$ cat src/rtl/mod12_counter_pkg.sv
// Shared constants for the modulo counter: default sequence length, width and reset value.
package mod12_counter_pkg;

  localparam int DEF_MODULUS = 12;
  localparam int DEF_WIDTH   = 4;
  localparam int RESET_VALUE = 0;

endpackage : mod12_counter_pkg

$ cat src/rtl/mod12_counter.sv
// Modulo-MODULUS up-counter with synchronous parallel load; out-of-range loads
// are rejected to zero and flagged for one cycle on load_err.
module mod12_counter
  import mod12_counter_pkg::*;
#(
  parameter int MODULUS = DEF_MODULUS,
  parameter int WIDTH   = DEF_WIDTH
) (
  input  logic             clk,
  input  logic             rst,
  input  logic [WIDTH-1:0] din,
  input  logic             load,
  output logic [WIDTH-1:0] count,
  output logic             tc,
  output logic             load_err
);

  localparam logic [WIDTH-1:0] MAX_VAL = WIDTH'(MODULUS - 1);
  localparam logic [WIDTH-1:0] RST_VAL = WIDTH'(RESET_VALUE);

  logic [WIDTH-1:0] count_r;
  logic             load_err_r;

  // Counter and reject flag; load beats increment, so a load on the terminal cycle does not wrap.
  always_ff @(posedge clk or negedge rst) begin
    if (!rst) begin
      count_r    <= RST_VAL;
      load_err_r <= 1'b0;
    end else if (load) begin
      if (din > MAX_VAL) begin
        count_r    <= RST_VAL;
        load_err_r <= 1'b1;
      end else begin
        count_r    <= din;
        load_err_r <= 1'b0;
      end
    end else begin
      if (count_r == MAX_VAL) begin
        count_r <= RST_VAL;
      end else begin
        count_r <= count_r + WIDTH'(1);
      end
      load_err_r <= 1'b0;
    end
  end

  assign count    = count_r;
  assign load_err = load_err_r;
  assign tc       = (count_r == MAX_VAL);

endmodule : mod12_counter

$ cat config.mk
export PLATFORM = sky130hd
export DESIGN_NAME = mod12_counter
export DESIGN_NICKNAME = d
export VERILOG_FILES = /design/src/rtl/mod12_counter_pkg.sv /design/src/rtl/mod12_counter.sv
export SDC_FILE = /design/constraint.sdc
export NUM_CORES = 1
export LEC_CHECK = 0
export BUFFER_PORTS_ARGS = -buffer_cell sky130_fd_sc_hd__clkbuf_2
export CAP_MARGIN = 30
export CORE_AREA = 2 2 39 41
export CTS_CLUSTER_SIZE = 28
export DETAILED_ROUTE_END_ITERATION = 8
export DIE_AREA = 0 0 41 43
export PLACE_DENSITY = 0.5
export SLEW_MARGIN = 20
export SYNTH_ARGS = -nofsm -noshare
export SYNTH_HDL_FRONTEND = slang
export SYNTH_SLANG_ARGS = --single-unit
$ cat constraint.sdc
create_clock -name clk -period 1.35 [get_ports clk]
set_clock_uncertainty 0.05 [all_clocks]
set_input_delay 0.0675 -clock clk [delete_from_list [all_inputs] [get_ports clk]]
set_output_delay 0.0675 -clock clk [all_outputs]
set_load 0.05 [all_outputs]
Word-level counts from Yosys, hierarchy flattened. Cells that the tools add are included.

Multiplexer cells: 5. $add $sub $neg: 1. Equal/unequal tests: 1. $lt $le $gt $ge: 1.

Operator list (number): 2-to-1 mux 4 bit (3); adder 4 x 1 -> 4 bit, second input constant (1); == test 4 bit, second input constant (1); > comparator 4 bit, second input constant (1); 2-to-1 mux 1 bit (2).

Flip-flop bits (word level): 5. Word-level logic and storage cells: 10. Input port bits: 7.

Logic depth before layout (Yosys ltp).
Word-level depth: 3. Mapped depth: 4.

Least setup slack after synthesis. No wires, ideal clock.

Path kind: register to register. From: register count_r[0], in the netlist count[0]. To: register count_r[3], in the netlist count[3]. Stages on the path, launching flop included: 5. Clock period less this slack: 1.609 ns. Path buffers: 0. Slack: -0.259 ns. Arrival time: 1.440 ns. Cell sequence: dfrtp_1 > ha_1 > and3b_2 > o21ai_2 > o21a_1.

Word-level cells in the longest chain between the ends: 3.

Ends and longest elaborated chain: start, declared (RTL line mod12_counter.sv:21) `logic [WIDTH-1:0] count_r;`; start signal, assigned (RTL line mod12_counter.sv:34) `count_r <= din;`; start signal, assigned (RTL line mod12_counter.sv:41) `count_r <= count_r + WIDTH'(1);`; == test 4 bit; named net tc (RTL line mod12_counter.sv:14) `output logic tc,`; 2-to-1 mux 4 bit (RTL line mod12_counter.sv:38) `if (count_r == MAX_VAL) begin`; 2-to-1 mux 4 bit (RTL line mod12_counter.sv:29) `end else if (load) begin`.

The timed path passes the listed nets, and every way through them passes these cells.

Worst setup path after layout.
From: register count_r[0], in the netlist count[0]. To: output tc.

Word-level cells in the longest chain between the ends: 1.

Ends and longest elaborated chain: == test 4 bit (RTL line mod12_counter.sv:49) `assign tc = (count_r == MAX_VAL);`; end, declared (RTL line mod12_counter.sv:14).

No other way between the ends.

==> flow_summary.json <==
{
  "layout.nets": 50,
  "hold_viol": 0,
  "p_seq_share_pct": 36.1,
  "final-seq-area_um2": 130,
  "yosysUniqueCellTypes": 16,
  "cp-start-kind": "register",
  "finalSetupViolations": 0,
  "synthFlopType": "dfrtp_1",
  "cpLargestDelayFamily": "flip-flops",
  "cellPowerDensity_mw_per_mm2": 1330,
  "yosysMostFrequentCell": "dfrtp_1",
  "critical_path.cell_chain": "ha_4, and3b_4, buf_8",
  "min_period_ps": 1310,
  "power.internal_mw": 0.343,
  "r2r_slack_ps": 200,
  "routedWlPerCell_um": 9.53,
  "hold_path_end": "count[1]$_DFF_PN0_",
  "multi_input_area_um2": 134,
  "hp-class": "primary input to register",
  "crit_slowest_cell": "dfrtp_2",
  "yosys_warnings": 0,
  "drc": 0,
  "crit_path_max_fanout": 4,
  "antenna_found_initial": 0,
  "numCtsBuffers": 3,
  "dp_hpwl_um": 437,
  "rows": 14,
  "max_freq_mhz": 766,
  "synth_top_area_share_pct": 49.5,
  "clk_pin_slew_ps": 40,
  "synthesis.nets": 32,
  "synth-async-reset-ratio_pct": 100,
  "setup.worst_path.class": "register to primary output",
  "whs_ps": 6.18,
  "r2r-end": "count[3]$_DFF_PN0_",
  "ys_seq_elements": 5,
  "area_delta_synth_final_pct": 58.9,
  "start_util_pct": 18.3,
  "p_leak_nw": 0.184,
  "rsz0062_at_grt": "no",
  "n_antenna_cell": 0,
  "vias": 239,
  "drt-pass1-iter-count": 3,
  "synthTopCellsByCount": "dfrtp_1, nand3_1, nand3b_1, o21ai_0",
  "worstPathArrival_ps": 1190,
  "die-area_mm2": 0.00176,
  "grt_pass1_wl_um": 897,
  "slew_viol_final": 0,
  "relSlewSlack_pct": 81.5,
  "synth_area_per_cell_um2": 10.5,
  "tns_ps": 0,
  "first_global_vias": 234,
  "ir_drop_uv": 319,
  "grt_remaining_overflow": 0,
  "cts_max_path_buffers": 2,
  "hold_depth": 3,
  "numPortBuffers": 12,
  "critPathMaxStageDelay_ps": 430,
  "track_usage_pct": 8.48,
  "drive_gt1_share_pct": 56.1,
  "yosys-top-cells-area": "dfrtp_1, nand3_1, nand3b_1",
  "clkPwrFrac_pct": 32.4,
  "clock_latency_ps": 240,
  "gp_congestion": 0.645,
  "switchingPower_mw": 0.192,
  "min_period_over_period_pct": 96.7,
  "end_kind": "primary output",
  "cts_root_buf": "clkbuf_4",
  "hp-start": "din[1]",
  "via_per_inst": 4.19,
  "cp_num_buf_inv": 1,
  "maxCapViolations": 0,
  "die_w_um": 41,
  "status": "finished, final reports clean",
  "worst_pin_slew_ps": 278,
  "p_comb_share_pct": 31.5,
  "rr_worst_depth": 4,
  "fp.dieH_um": 43,
  "ant_nets": 0,
  "cts.htree.levels": 1,
  "swShare_pct": 35.9,
  "yosysTopAreaCell": "dfrtp_1",
  "drt-initial-drc-count": 4,
  "core_area_mm2": 0.00138,
  "tritoncts": "done",
  "rr_startpoint": "count[0]$_DFF_PN0_",
  "synth_area_um2": 253,
  "io_pins": 13,
  "ys_seq_area_share_pct": 49.5,
  "grt_max_degree": 11,
  "finalWirelength_um": 543,
  "netlist_instances": 24,
  "clock-sinks": 5,
  "required_ps": 1230,
  "fill_cells": 149,
  "synth_edf_count": 0
}
worst min-delay path, cell delays in order:
cell and delay [ps]:
clkbuf_2 70, nand3_1 50, o21ai_0 70
cell usage in the layout, fill, tap and decap left out, types with 2 or more instances in the layout:
master,instances
clkbuf_2,11
clkbuf_4,3
dfrtp_2,4
nand3_1,3
nand3b_1,2
o21ai_0,2
power by group through the flow:
stage	clock network (mW)	registers [mW]	logic (mW)
3_5_place_dp	0	0.196	0.158
5_1_grt	0.187	0.196	0.183
6_report	0.173	0.193	0.168
3_3_place_gp	0	0.196	0.159
4_1_cts	0.178	0.194	0.164
2_1_floorplan	0	0.256	0.0552
layout make-up:
| cell class | count | area share (%) |
|---|---|---|
| clock buffer | 4 | 6.54 |
| tap | 16 | 4.98 |
| multi-input combinational | 17 | 33.3 |
| inverter | 1 | 0.935 |
| sequential | 5 | 32.4 |
| timing repair buffer | 14 | 21.8 |
timing repair:
| action | 4_1_cts | 5_1_grt |
|---|---|---|
| cloned | 0 | 0 |
| setup endpoints to repair | 1 | 1 |
| buffers inserted | 0 | 1 |
| hold endpoints to repair | 5 | 0 |
| hold buffers | 1 | 0 |
| resized for setup | 2 | 1 |
cells by family after synthesis:
logic type	synth area share (%)
AOI/OAI and AO/OA	13.4
xor gates and xnor gates	3.47
adders and majority gates	4.95
buffers and inverters	3.46
DFF	49.5
muxes	3.96
and+or+nand+nor	21.3
through the flow:
stage               total power [mW]  cell area [um^2]  setup slack [ps]  utilization (%)  std cells
floorplan                      0.311               273             -28.5                -         24
global placement               0.355               348               202             25.1         51
detailed placement             0.354               348               205             25.1         51
CTS                            0.536               393              10.0             28.4         56
global route                   0.566               402              12.1             29.0         57
finish                         0.535               402              44.7             29.0         57
how the worst max path moves through the flow:
stage	endpoint	cells after the start	startpoint
CTS	tc	3	count[0]$_DFF_PN0_
floorplan	count[3]$_DFF_PN0_	4	count[0]$_DFF_PN0_
detailed placement	count[3]$_DFF_PN0_	4	count[0]$_DFF_PN0_
global route	tc	3	count[0]$_DFF_PN0_
finish	tc	3	count[0]$_DFF_PN0_
global placement	count[3]$_DFF_PN0_	4	count[0]$_DFF_PN0_
registers in the layout, summed over array words and instances (netlist names):
register  flops
load_err      1
count         4
metal layers:
metal	track usage, %	part of all wire (%)
met5	0	0
met4	10.0	0
met3	3.14	9.6
met2	8.44	44
met1	11.8	46
No activity file was read; power rests on OpenSTA's default activity.
